$ cat src/rtl/srp16_alu_pkg.sv
// Shared definitions for the ALU issue controller: widths, word fields, kinds, FSM states.
package srp16_alu_pkg;

    localparam int unsigned DefaultDataW = 16;
    localparam int unsigned DefaultOpcW  = 5;

    // Instruction word field positions
    localparam int unsigned KindMsb = 15;
    localparam int unsigned KindLsb = 14;
    localparam int unsigned OpcMsb  = 13;
    localparam int unsigned OpcLsb  = 9;
    localparam int unsigned ExtBit  = 8;
    localparam int unsigned ImmMsb  = 7;
    localparam int unsigned ImmLsb  = 0;

    typedef enum logic [1:0] {
        KindExec  = 2'b00,
        KindLoad  = 2'b01,
        KindLoadU = 2'b10,
        KindRead  = 2'b11
    } kind_e;

    typedef enum logic [2:0] {
        StIdle,
        StWaitExt,
        StIssue,
        StCapture,
        StHold
    } state_e;

endpackage

$ cat src/rtl/alu_issue_ctrl_if.sv
// Instruction input, ALU command/response and result handshake bundle.
interface alu_issue_ctrl_if
    import srp16_alu_pkg::*;
#(
    parameter int unsigned DATA_W = DefaultDataW,
    parameter int unsigned OPC_W  = DefaultOpcW
);
    logic              in_valid;
    logic [DATA_W-1:0] in_word;
    logic              in_ready;
    logic [OPC_W-1:0]  alu_opcode;
    logic [DATA_W-1:0] alu_operand;
    logic              alu_write;
    logic              alu_writeu;
    logic              alu_read;
    logic [DATA_W-1:0] alu_accout;
    logic              alu_flag;
    logic              res_valid;
    logic [DATA_W-1:0] res_data;
    logic              res_flag;
    logic              res_ready;

    // Controller side
    modport slave (
        input  in_valid, in_word, alu_accout, alu_flag, res_ready,
        output in_ready, alu_opcode, alu_operand, alu_write, alu_writeu, alu_read,
        output res_valid, res_data, res_flag
    );

    // Environment side (instruction source, ALU, result consumer)
    modport master (
        output in_valid, in_word, alu_accout, alu_flag, res_ready,
        input  in_ready, alu_opcode, alu_operand, alu_write, alu_writeu, alu_read,
        input  res_valid, res_data, res_flag
    );
endinterface

$ cat src/rtl/alu_issue_decode.sv
// Pure field decode of an instruction word.
module alu_issue_decode
    import srp16_alu_pkg::*;
#(
    parameter int unsigned DATA_W = DefaultDataW,
    parameter int unsigned OPC_W  = DefaultOpcW
) (
    input  logic [DATA_W-1:0] word_i,
    output kind_e             kind_o,
    output logic [OPC_W-1:0]  opcode_o,
    output logic              ext_o,
    output logic [DATA_W-1:0] imm_o
);

    // Split fields; imm8 is zero-extended to operand width
    always_comb begin
        kind_o   = kind_e'(word_i[KindMsb:KindLsb]);
        opcode_o = word_i[OpcMsb:OpcLsb];
        ext_o    = word_i[ExtBit];
        imm_o    = DATA_W'(word_i[ImmMsb:ImmLsb]);
    end

endmodule

$ cat src/rtl/alu_issue_ctrl.sv
// Accepts instruction (+ optional extension) words, issues one ALU command,
// and for READ captures the accumulator into a held result.
module alu_issue_ctrl
    import srp16_alu_pkg::*;
#(
    parameter int unsigned DATA_W = DefaultDataW,
    parameter int unsigned OPC_W  = DefaultOpcW
) (
    input  logic           clk,
    input  logic           rst_n,
    alu_issue_ctrl_if.slave bus_io
);

    state_e            state_q;
    kind_e             kind_q;
    logic [OPC_W-1:0]  opc_q;
    logic              in_ready_q;
    logic [OPC_W-1:0]  alu_opcode_q;
    logic [DATA_W-1:0] alu_operand_q;
    logic              alu_write_q;
    logic              alu_writeu_q;
    logic              alu_read_q;
    logic              res_valid_q;
    logic [DATA_W-1:0] res_data_q;
    logic              res_flag_q;

    kind_e             dec_kind;
    logic [OPC_W-1:0]  dec_opc;
    logic              dec_ext;
    logic [DATA_W-1:0] dec_imm;

    kind_e             issue_kind;
    logic [OPC_W-1:0]  issue_opc;
    logic [DATA_W-1:0] issue_opd;
    logic              accept;
    logic              launch;

    alu_issue_decode #(
        .DATA_W (DATA_W),
        .OPC_W  (OPC_W)
    ) u_decode (
        .word_i   (bus_io.in_word),
        .kind_o   (dec_kind),
        .opcode_o (dec_opc),
        .ext_o    (dec_ext),
        .imm_o    (dec_imm)
    );

    // Select the command to launch: fresh decode in IDLE, saved header plus raw word in WAIT_EXT
    always_comb begin
        accept     = bus_io.in_valid && in_ready_q;
        issue_kind = dec_kind;
        issue_opc  = dec_opc;
        issue_opd  = dec_imm;
        if (state_q == StWaitExt) begin
            issue_kind = kind_q;
            issue_opc  = opc_q;
            issue_opd  = bus_io.in_word;
        end
        launch = accept && ((state_q == StWaitExt) || ((state_q == StIdle) && !dec_ext));
    end

    // FSM with all outputs registered; strobes and opcode default to 0 every cycle
    always_ff @(posedge clk or negedge rst_n) begin
        if (!rst_n) begin
            state_q       <= StIdle;
            kind_q        <= KindExec;
            opc_q         <= '0;
            in_ready_q    <= 1'b0;
            alu_opcode_q  <= '0;
            alu_operand_q <= '0;
            alu_write_q   <= 1'b0;
            alu_writeu_q  <= 1'b0;
            alu_read_q    <= 1'b0;
            res_valid_q   <= 1'b0;
            res_data_q    <= '0;
            res_flag_q    <= 1'b0;
        end else begin
            alu_opcode_q <= '0;
            alu_write_q  <= 1'b0;
            alu_writeu_q <= 1'b0;
            alu_read_q   <= 1'b0;
            unique case (state_q)
                StIdle: begin
                    // Also the path that raises in_ready on the first edge after reset
                    in_ready_q <= 1'b1;
                    if (accept && dec_ext) begin
                        state_q <= StWaitExt;
                        kind_q  <= dec_kind;
                        opc_q   <= dec_opc;
                    end
                end
                StWaitExt: begin
                    in_ready_q <= 1'b1;
                end
                StIssue: begin
                    if (kind_q == KindRead) begin
                        state_q    <= StCapture;
                        in_ready_q <= 1'b0;
                    end else begin
                        state_q    <= StIdle;
                        in_ready_q <= 1'b1;
                    end
                end
                StCapture: begin
                    res_data_q  <= bus_io.alu_accout;
                    res_flag_q  <= bus_io.alu_flag;
                    res_valid_q <= 1'b1;
                    state_q     <= StHold;
                end
                StHold: begin
                    if (bus_io.res_ready) begin
                        res_valid_q <= 1'b0;
                        in_ready_q  <= 1'b1;
                        state_q     <= StIdle;
                    end
                end
                default: begin
                    state_q    <= StIdle;
                    in_ready_q <= 1'b0;
                end
            endcase
            // Launch overrides the state-local assignments above
            if (launch) begin
                state_q       <= StIssue;
                in_ready_q    <= 1'b0;
                kind_q        <= issue_kind;
                alu_operand_q <= issue_opd;
                alu_opcode_q  <= (issue_kind == KindExec) ? issue_opc : '0;
                alu_write_q   <= (issue_kind == KindLoad);
                alu_writeu_q  <= (issue_kind == KindLoadU);
                alu_read_q    <= (issue_kind == KindRead);
            end
        end
    end

    assign bus_io.in_ready    = in_ready_q;
    assign bus_io.alu_opcode  = alu_opcode_q;
    assign bus_io.alu_operand = alu_operand_q;
    assign bus_io.alu_write   = alu_write_q;
    assign bus_io.alu_writeu  = alu_writeu_q;
    assign bus_io.alu_read    = alu_read_q;
    assign bus_io.res_valid   = res_valid_q;
    assign bus_io.res_data    = res_data_q;
    assign bus_io.res_flag    = res_flag_q;

endmodule

$ cat src/flat_wrapper.sv
// flat-port wrapper written by rule: the top's interface ports become plain ports
module alu_issue_ctrl_flat import srp16_alu_pkg::*;
#(
    parameter int unsigned DATA_W = DefaultDataW,
    parameter int unsigned OPC_W  = DefaultOpcW
)
  (clk, rst_n, bus_io_in_valid, bus_io_in_word, bus_io_alu_accout, bus_io_alu_flag, bus_io_res_ready, bus_io_in_ready, bus_io_alu_opcode, bus_io_alu_operand, bus_io_alu_write, bus_io_alu_writeu, bus_io_alu_read, bus_io_res_valid, bus_io_res_data, bus_io_res_flag);
  alu_issue_ctrl_if #(.DATA_W(DATA_W), .OPC_W(OPC_W)) bus_io_i ();
  input  logic clk;
  input  logic rst_n;
  input wire logic [$bits(bus_io_i.in_valid)-1:0] bus_io_in_valid;
  input wire logic [$bits(bus_io_i.in_word)-1:0] bus_io_in_word;
  input wire logic [$bits(bus_io_i.alu_accout)-1:0] bus_io_alu_accout;
  input wire logic [$bits(bus_io_i.alu_flag)-1:0] bus_io_alu_flag;
  input wire logic [$bits(bus_io_i.res_ready)-1:0] bus_io_res_ready;
  output wire logic [$bits(bus_io_i.in_ready)-1:0] bus_io_in_ready;
  output wire logic [$bits(bus_io_i.alu_opcode)-1:0] bus_io_alu_opcode;
  output wire logic [$bits(bus_io_i.alu_operand)-1:0] bus_io_alu_operand;
  output wire logic [$bits(bus_io_i.alu_write)-1:0] bus_io_alu_write;
  output wire logic [$bits(bus_io_i.alu_writeu)-1:0] bus_io_alu_writeu;
  output wire logic [$bits(bus_io_i.alu_read)-1:0] bus_io_alu_read;
  output wire logic [$bits(bus_io_i.res_valid)-1:0] bus_io_res_valid;
  output wire logic [$bits(bus_io_i.res_data)-1:0] bus_io_res_data;
  output wire logic [$bits(bus_io_i.res_flag)-1:0] bus_io_res_flag;
  assign bus_io_i.in_valid = bus_io_in_valid;
  assign bus_io_i.in_word = bus_io_in_word;
  assign bus_io_i.alu_accout = bus_io_alu_accout;
  assign bus_io_i.alu_flag = bus_io_alu_flag;
  assign bus_io_i.res_ready = bus_io_res_ready;
  assign bus_io_in_ready = bus_io_i.in_ready;
  assign bus_io_alu_opcode = bus_io_i.alu_opcode;
  assign bus_io_alu_operand = bus_io_i.alu_operand;
  assign bus_io_alu_write = bus_io_i.alu_write;
  assign bus_io_alu_writeu = bus_io_i.alu_writeu;
  assign bus_io_alu_read = bus_io_i.alu_read;
  assign bus_io_res_valid = bus_io_i.res_valid;
  assign bus_io_res_data = bus_io_i.res_data;
  assign bus_io_res_flag = bus_io_i.res_flag;
  alu_issue_ctrl #(.DATA_W(DATA_W), .OPC_W(OPC_W)) u_core (.clk(clk), .rst_n(rst_n), .bus_io(bus_io_i));
endmodule
$ cat config.mk
export PLATFORM = sky130hd
export DESIGN_NAME = alu_issue_ctrl_flat
export DESIGN_NICKNAME = d
export VERILOG_FILES = /design/src/rtl/srp16_alu_pkg.sv /design/src/rtl/alu_issue_ctrl_if.sv /design/src/rtl/alu_issue_decode.sv /design/src/rtl/alu_issue_ctrl.sv /design/src/flat_wrapper.sv
export SDC_FILE = /design/constraint.sdc
export NUM_CORES = 1
export LEC_CHECK = 0
export CELL_PAD_IN_SITES_DETAIL_PLACEMENT = 0
export CELL_PAD_IN_SITES_GLOBAL_PLACEMENT = 1
export CORE_ASPECT_RATIO = 1.25
export CORE_UTILIZATION = 39
export DETAILED_ROUTE_END_ITERATION = 10
export PLACE_DENSITY = 0.94
export RECOVER_POWER = 100
export SLEW_MARGIN = 40
export SYNTH_ARGS = -nofsm -noshare
export SYNTH_HDL_FRONTEND = slang
export SYNTH_HIERARCHICAL = 1
export SYNTH_SLANG_ARGS = --single-unit
$ cat constraint.sdc
create_clock -name clk -period 3 [get_ports clk]
set_input_delay 0.6 -clock clk [delete_from_list [all_inputs] [get_ports clk]]
set_output_delay 0.6 -clock clk [all_outputs]
set_load 0.01 [all_outputs]
# Word-level counts from Yosys, hierarchy flattened
# Index checks and enable logic that the tools add are counted.
[totals] rom_bits=0 ramBits=0 n_memories=0 register_bits=53 input_bits=37 out_inout_bits=43 elab_cells=64 latch_bits=0
[classes] mux=22 n_eq_ne=13 n_shift=0 n_div=0 magnitude_cmp=0 add_sub_neg=0 n_reduce_logical=17 n_bitwise=0 n_mul=0
[op_table] op="16-bit 2-to-1 mux" count=1
[op_table] op="5-bit 2-to-1 mux" count=3
[op_table] op="3-bit case mux with 5 select lines" count=1
[op_table] op="2-bit 2-to-1 mux" count=5
[op_table] op="3-bit 2-to-1 mux" count=3
[op_table] op="2-bit AND reduction" count=4
[op_table] op="1-bit 2-to-1 mux" count=7
[op_table] op="2-bit == test (second input constant)" count=3
[op_table] op="3-bit by 2-bit == test with 1-bit output (second input constant)" count=2
[op_table] op="3-bit by 2-bit != test with 1-bit output (second input constant)" count=2
[op_table] op="2-bit nonzero test" count=3
[op_table] op="1-bit logical AND" count=4
[op_table] op="2-bit by 1-bit != test with 1-bit output (second input constant)" count=2
[op_table] op="1-bit case mux with 4 select lines" count=1
[op_table] op="3-bit by 1-bit == test with 1-bit output (second input constant)" count=1
[op_table] op="3-bit == test (second input constant)" count=1
[op_table] op="3-bit logical NOT" count=1
[op_table] op="3-bit AND reduction" count=1
[op_table] op="2-bit by 1-bit == test with 1-bit output (second input constant)" count=1
[op_table] op="2-bit logical NOT" count=1
[op_table] op="2-bit != test (second input constant)" count=1
[op_table] op="1-bit case mux with 2 select lines" count=1
[op_table] op="2-bit OR reduction" count=1
[op_table] op="1-bit logical NOT" count=1
[op_table] op="1-bit logical OR" count=1

# Logic depth before layout (Yosys ltp)
# Gate-level depths: netlist (run 1).
[logic_depth] depth_word=6 depth_mapped=5

# Modules after synthesis
# The synthesis (run 1) kept the hierarchy.
[by_module_without_submodules] module="alu_issue_ctrl" instances=1 area_per_inst_um2=2364.8 cells_per_inst=173
[by_module_without_submodules] module="alu_issue_decode" instances=1 area_per_inst_um2=183.9 cells_per_inst=25

# Worst setup path before layout (run 1)
# Ideal clock, no wire load.
[synth_path] path_kind="input -> register" from="input port bus_io_in_word[8]" to="register u_core.alu_operand_q[10] (netlist: u_core/bus_io.alu_operand[10])" t_arrival_ns=1.740 n_path_buf=2 path_slack_ns=1.135 setup_ns=0.125 path_stages=5 cell_sequence="buf_4 > nor2b_1 > nor4_4 > buf_6 > mux2_2"
[synth_between] elab_chain_cells=4
[synth_rtl] element="start: declaration" line_no="flat_wrapper.sv:12" rtl="input wire logic [$bits(bus_io_i.in_word)-1:0] bus_io_in_word;"
[synth_rtl] element="1-bit logical NOT" line_no="alu_issue_ctrl.sv:60" rtl="launch = accept && ((state_q == StWaitExt) || ((state_q == StIdle) && !dec_ext));"
[synth_rtl] element="1-bit logical AND" line_no="alu_issue_ctrl.sv:60"
[synth_rtl] element="1-bit logical OR" line_no="alu_issue_ctrl.sv:60"
[synth_rtl] element="1-bit logical AND" line_no="alu_issue_ctrl.sv:60"
[synth_rtl] element="end signal: assignment" line_no="alu_issue_ctrl.sv:128" rtl="alu_operand_q <= issue_opd;"
[synth_rtl] element="end: declaration" line_no="alu_issue_ctrl.sv:19" rtl="logic [DATA_W-1:0] alu_operand_q;"
# Every way passes these cells.
# A chain may end at the register's enable or synchronous reset.

# Worst setup path after layout (run 1)
[layout_path] from="register u_core.state_q[2]" to="register u_core.res_data_q[5] (netlist: u_core/bus_io.res_data[5])"
[layout_between] elab_chain_cells=1
[layout_rtl] element="start: declaration" line_no="alu_issue_ctrl.sv:14" rtl="state_e state_q;"
[layout_rtl] element="start signal: assignment" line_no="alu_issue_ctrl.sv:66" rtl="state_q <= StIdle;"
[layout_rtl] element="start signal: assignment" line_no="alu_issue_ctrl.sv:88" rtl="state_q <= StWaitExt;"
[layout_rtl] element="start signal: assignment" line_no="alu_issue_ctrl.sv:98" rtl="state_q <= StCapture;"
[layout_rtl] element="3-bit by 2-bit == test with 1-bit output" line_no="alu_issue_ctrl.sv:83" rtl="unique case (state_q)"
[layout_rtl] element="end signal: assignment" line_no="alu_issue_ctrl.sv:106" rtl="res_data_q <= bus_io.alu_accout;"
[layout_rtl] element="end: declaration" line_no="alu_issue_ctrl.sv:24" rtl="logic [DATA_W-1:0] res_data_q;"
# Every way passes these cells.

==> results of run 1 <==
## where the power goes
part	switching, mW	total, mW	internal [mW]
sequential	0.214	1.25	1.04
combinational	0.589	1.46	0.870
clock	0.228	0.437	0.209
## critical path, cell delays in order (launching register included)
cell,delay (ns)
dfrtp_1,0.58
nand3b_1,0.23
clkbuf_1,0.71
mux2_2,0.42
## stage by stage
step	worst slack [ns]	instance area [sq um]	total power [mW]	util	instances
2_1_floorplan	1.135	2575	2.193	-	205
3_3_place_gp	0.8012	3251	2.824	0.5204	339
3_5_place_dp	0.7729	3251	2.868	0.5204	339
4_1_cts	1.091	3352	3.312	0.5367	347
5_1_grt	0.7808	3327	3.375	0.5327	347
6_report	0.9473	3327	3.146	0.5327	347
## metal layers
| layer | track usage | part of all wire | vias to the layer above |
|---|---|---|---|
| li1 | - | - | 791 |
| met1 | 0.1884 | 0.41 | 801 |
| met4 | 0.05189 | 0.014 | 0 |
| met5 | 0 | 0 | - |
| met2 | 0.2598 | 0.52 | 40 |
| met3 | 0.03264 | 0.047 | 4 |
## cells in the mapped netlist (all sizes together)
| cell type | number |
|---|---|
| clkbuf | 1 |
| nor2 | 4 |
| dfrtp | 53 |
| or4 | 1 |
| o211a | 1 |
| nor4 | 1 |
| a21oi | 13 |
| nand3 | 12 |
| inv | 1 |
| nor3 | 1 |
| buf | 33 |
| conb | 1 |
| or3b | 1 |
| mux2 | 57 |
| nand2 | 4 |
| nand4 | 1 |
| o21ai | 2 |
| a311oi | 1 |
| nor2b | 2 |
| nor3b | 1 |
| or4b | 1 |
| nand3b | 6 |
## state kept, by name, summed over array words and instances, names as in the netlist, 2 cells and up
| signal | cells |
|---|---|
| u_core/kind_q | 2 |
| u_core/bus_io.alu_operand | 16 |
| u_core/state_q | 3 |
| u_core/bus_io.alu_opcode | 5 |
| u_core/opc_q | 5 |
| u_core/bus_io.res_data | 16 |
## cell type report
cell class              count  area [sq um]  share of cell area
well taps                  85         106.4             0.03197
inverters                   1         3.754            0.001128
multi-input cells         117         979.7              0.2945
repair buffers             83         809.5              0.2433
flip-flops and latches     53          1326              0.3986
clock inverters             1         5.005            0.001504
clock buffers               7         96.34             0.02896
## how the worst min path moves through the flow
stage,startpoint,endpoint,slack [ns],cells after the start
after floorplan,rst_n,u_core/bus_io.alu_opcode[0]$_DFF_PN0_,0.30,0
after global placement,u_core/bus_io.res_data[1]$_DFFE_PN0N_,u_core/bus_io.res_data[1]$_DFFE_PN0N_,0.49,1
after detailed placement,u_core/bus_io.res_data[0]$_DFFE_PN0N_,u_core/bus_io.res_data[0]$_DFFE_PN0N_,0.49,1
after CTS,rst_n,u_core/bus_io.res_data[2]$_DFFE_PN0N_,0.43,2
after global routing,u_core/bus_io.res_data[13]$_DFFE_PN0N_,u_core/bus_io.res_data[13]$_DFFE_PN0N_,0.53,1
final,u_core/bus_io.res_data[14]$_DFFE_PN0N_,u_core/bus_io.res_data[14]$_DFFE_PN0N_,0.50,1
## cells by family (layout without fill, tap and decap cells)
family | count (synthesis) | in the layout
AOI/OAI and AO/OA | 17 | 17
buffers and inverters | 35 | 92
DFF | 53 | 53
muxes | 57 | 57
other | 1 | 8
and+or+nand+nor | 35 | 35
==> impl_metrics.yaml, run 1 <==
timing:
  setup_tns_ns: 0
  holdWs_ns: 0.5046
  rsz0062_at_grt: "no"
  finalCritPeriodShare: 0.6842
  slew_viol_final: 0
  max_freq_ghz: 0.4872
  setup_violations: 0
  hold_viol_final: 0
  worstMarginPinSlew_ns: 1.323
  fin_crit_ns: 2.053
  maxSlewHeadroom: 0.1181
  finClkSkew_ns: 0.004486
global_routing:
  grt_max_degree: 54
  grt_util_all_layers: 0.1526
  antenna_found_initial: 0
  grt_pass1_vias: 1688
  grt_overflow_total: 0
  grt_pass1_wl_mm: 8.086
synthesis:
  ys_warn_count: 6
  synth-simple-area-share: 0.08738
  synth-xor-area-share: 0
  ys_top_cells_by_area: "dfrtp_1 52%, mux2_2 25%, buf_4 7.7%"
  synth.distinct_cells: 25
  synthesis.area_sq_um: 2549
  synth-compound-area-share: 0.03682
  yosysTopAreaCellShare: 0.5204
  synthAdderAreaFrac: 0
  synth.largest_area_cell: "dfrtp_1"
  synth-seq-area-share: 0.5204
  synth_seq_cells: 53
  syn_avg_cell_area_sq_um: 12.87
  syn_inst: 198
  synth_top_family_by_area: "multiplexers"
  synth_mux_area_frac: 0.2533
worst_setup_path:
  rr_startpoint: "u_core/state_q[2]$_DFFE_PN0P_"
  cp-end-kind: "register"
  endpoint: "u_core/bus_io.res_data[5]$_DFFE_PN0N_"
  critPathLaunch: "u_core/state_q[2]$_DFFE_PN0P_"
  rr_endpoint: "u_core/bus_io.res_data[5]$_DFFE_PN0N_"
  crit_required_ns: 3.19
  r2r_setup_slack_ns: 0.95
  crit_path_start_kind: "register"
  critical_path.max_fanout: 17
  path_class: "reg -> reg"
  r2r_cells: 3
  arrival_ns: 2.25
floorplan:
  io_pins: 80
  die_area_sq_um: 6864
  die_w_microns: 74.31
  die_y_microns: 92.38
  core_sq_um: 6246
  start_util: 0.4081
  rows: 32
cells_and_area:
  drive_above_1_share: 0.2710
  fill_cells: 574
  area_growth_pct: 30.54
  mostFrequentLayoutCells: "56 x mux2_2, 53 x dfrtp_1, 45 x dlygate4sd3_1"
  n_antenna_cell: 0
  layout_commonest_cell: "mux2_2"
  num-nets-final: 298
route:
  first_pass_iters: 4
  drt-wirelength-per-cell_microns: 13.81
  drc_errors: 0
  drt_iter0_drc: 72
  vias_per_cell: 4.715
  drt_wl_total_mm: 4.793
  ant_nets: 0
  num_vias: 1636
pwr:
  vdd_drop_max_uv: 489.4
  p_leak_nw: 1.395
  power.density_nw_per_um2: 945.8
job:
  cap_violations: 0
placed_design:
  placement.io_buffers: 79
  gp_congestion: 0.7642
  dp_hpwl_mm: 3.457
cts:
  htree_levels: 2
  clkTransAtPathRegs_ns: 0.09
  clockBufferDepth: 2
  cts_buffers: 5
  cts_tree: "done"
  clock-sinks: 53
  cts_hold_buf: 0
  clk-insertion-delay-late_ns: 0.30
  cts_setup_buffers: 0
  cts_root_buf: "clkbuf_8"
  cts-resized-gates: 0
outcome:
  status: "completed"
min_path:
  worst_hold_path_type: "reg -> reg"
Note: power is estimated with default switching activity, not from simulation.
==> run 2: changes to the inputs <==
--- a/config.mk
+++ b/config.mk
@@ -8,9 +8,9 @@
 export CELL_PAD_IN_SITES_DETAIL_PLACEMENT = 0
 export CELL_PAD_IN_SITES_GLOBAL_PLACEMENT = 1
 export CORE_ASPECT_RATIO = 1.25
-export CORE_UTILIZATION = 39
+export CORE_UTILIZATION = 36
 export DETAILED_ROUTE_END_ITERATION = 10
-export PLACE_DENSITY = 0.94
+export PLACE_DENSITY = 0.88
 export RECOVER_POWER = 100
 export SLEW_MARGIN = 40
 export SYNTH_ARGS = -nofsm -noshare
==> constraint.sdc (replaced) <==
create_clock -name clk -period 1.9 [get_ports clk]
set_input_delay 0.38 -clock clk [delete_from_list [all_inputs] [get_ports clk]]
set_output_delay 0.38 -clock clk [all_outputs]
set_load 0.01 [all_outputs]
==> impl_metrics.yaml, run 2 (same netlist as run 1, synthesis figures left out) <==
outcome:
  status: "completed"
cells_and_area:
  fill_cells: 633
  mostFrequentLayoutCells: "56 x mux2_2, 53 x dfrtp_1, 44 x dlygate4sd3_1"
  multi_input_area_sq_um: 998.5
  area_growth_pct: 32.70
  layout_commonest_cell: "mux2_2"
  seqCellArea_sq_um: 1326
  drive_above_1_share: 0.2910
  fin_cells: 355
  num-nets-final: 304
  n_antenna_cell: 0
route:
  drt_iter0_drc: 86
  num_vias: 1654
  drt_wl_total_mm: 4.866
  drc_errors: 0
  first_pass_iters: 4
  ant_nets: 0
  drt-wirelength-per-cell_microns: 13.71
  vias_per_cell: 4.659
worst_setup_path:
  cp-end-kind: "register"
  crit_required_ns: 2.10
  r2r_setup_slack_ns: 0.14
  rr_endpoint: "u_core/bus_io.alu_operand[5]$_DFFE_PN0P_"
  crit_chain: "dlygate4sd3_1, nand2_1, nor4_4, clkbuf_1, mux2_2"
  r2r_cells: 4
  path_class: "in -> reg"
  critical-path-max-stage-delay_ns: 0.55
  cpMaxStageDelayCell: "dlygate4sd3_1"
  rr_startpoint: "u_core/state_q[1]$_DFFE_PN0P_"
  arrival_ns: 1.96
  critical_path.max_fanout: 4
  crit_path_start_kind: "input port"
global_routing:
  grt_max_degree: 54
  grt_pass1_wl_mm: 8.093
  antenna_found_initial: 0
  grt_util_all_layers: 0.1384
  grt_pass1_vias: 1727
  grt_overflow_total: 0
floorplan:
  start_util: 0.3810
  core_sq_um: 6689
  io_pins: 80
  die_y_microns: 96.07
  rows: 33
  die_w_microns: 77.26
  die_area_sq_um: 7422
timing:
  worstMarginPinSlew_ns: 1.308
  hold_viol_final: 0
  timing.final.ws_setup_ns: 0.1323
  holdWs_ns: 0.4420
  setup_tns_ns: 0
  finClkSkew_ns: 0.006070
  max_freq_ghz: 0.5657
  slew_viol_final: 0
  setup_violations: 0
  maxSlewHeadroom: 0.1279
  finalCritPeriodShare: 0.9304
  rsz0062_at_grt: "no"
  fin_crit_ns: 1.768
cts:
  cts-resized-gates: 0
  cts_root_buf: "clkbuf_8"
  cts_setup_buffers: 0
  clock-sinks: 53
  clkTransAtPathRegs_ns: 0.09
  clockBufferDepth: 2
  cts_tree: "done"
  htree_levels: 2
  cts_hold_buf: 0
  clk-insertion-delay-late_ns: 0.30
  cts_buffers: 5
placed_design:
  pre_cts_ws_ns: -0.06982
  dp_hpwl_mm: 3.557
  gp_congestion: 0.7619
  placement.io_buffers: 79
  placed_cells: 347
pwr:
  vdd_drop_max_uv: 623.8
  power.density_nw_per_um2: 1481
  power_mw: 5.008
  p_leak_nw: 1.422
min_path:
  worst_hold_path_type: "in -> async"
job:
  cap_violations: 0
run 2: per-layer routing:
metal | track usage | part of all wire | vias up
li1 | - | - | 807
met1 | 0.1685 | 0.41 | 802
met2 | 0.2367 | 0.53 | 40
met3 | 0.03318 | 0.046 | 5
met4 | 0.05503 | 0.016 | 0
met5 | 0 | 0 | -
run 2: how the worst max path moves through the flow:
stage	startpoint	endpoint	cells past startpoint
global placement	bus_io_in_valid	u_core/bus_io.alu_opcode[1]$_DFF_PN0_	4
detailed placement	bus_io_in_valid	u_core/bus_io.alu_operand[10]$_DFFE_PN0P_	5
CTS	u_core/state_q[1]$_DFFE_PN0P_	u_core/bus_io.alu_operand[5]$_DFFE_PN0P_	4
floorplan	u_core/state_q[1]$_DFFE_PN0P_	u_core/bus_io.alu_operand[7]$_DFFE_PN0P_	4
finish	bus_io_in_valid	u_core/bus_io.alu_operand[14]$_DFFE_PN0P_	5
global route	bus_io_in_valid	u_core/bus_io.alu_operand[14]$_DFFE_PN0P_	5
run 2: critical path, delay by kind of cell:
family	cells	cell delay (ns)
buffers and inverters	2	0.78
AND/OR/NAND/NOR	2	0.44
multiplexers	1	0.36
run 2: final cells by class:
| class | count | share of cell area |
|---|---|---|
| Multi-Input combinational cell | 117 | 0.2952 |
| Clock inverter | 2 | 0.002960 |
| Inverter | 1 | 0.001110 |
| Clock buffer | 6 | 0.02146 |
| Tap cell | 87 | 0.03219 |
| Sequential cell | 53 | 0.3922 |
| Timing Repair Buffer | 89 | 0.2549 |
run 2: through the flow:
step | utilization | instance area, sq um
finish | 0.5056 | 3382
detailed placement | 0.4968 | 3323
CTS | 0.5092 | 3406
floorplan | - | 2575
global route | 0.5056 | 3382
global placement | 0.4968 | 3323
run 2: where the power goes:
group | switching, mW | total, mW | internal, mW
logic | 1.04 | 2.50 | 1.46
registers | 0.266 | 1.90 | 1.64
clock network | 0.352 | 0.609 | 0.256
==> run 3: changes to the inputs <==
--- a/config.mk
+++ b/config.mk
@@ -5,10 +5,12 @@
 export SDC_FILE = /design/constraint.sdc
 export NUM_CORES = 1
 export LEC_CHECK = 0
+export CAP_MARGIN = 20
 export CELL_PAD_IN_SITES_DETAIL_PLACEMENT = 0
 export CELL_PAD_IN_SITES_GLOBAL_PLACEMENT = 1
 export CORE_ASPECT_RATIO = 1.25
 export CORE_UTILIZATION = 36
+export CTS_CLUSTER_DIAMETER = 30
 export DETAILED_ROUTE_END_ITERATION = 10
 export PLACE_DENSITY = 0.88
 export RECOVER_POWER = 100
==> results of run 3 <==
No change in the layout: final DEF, timing and power equal those of run 2.
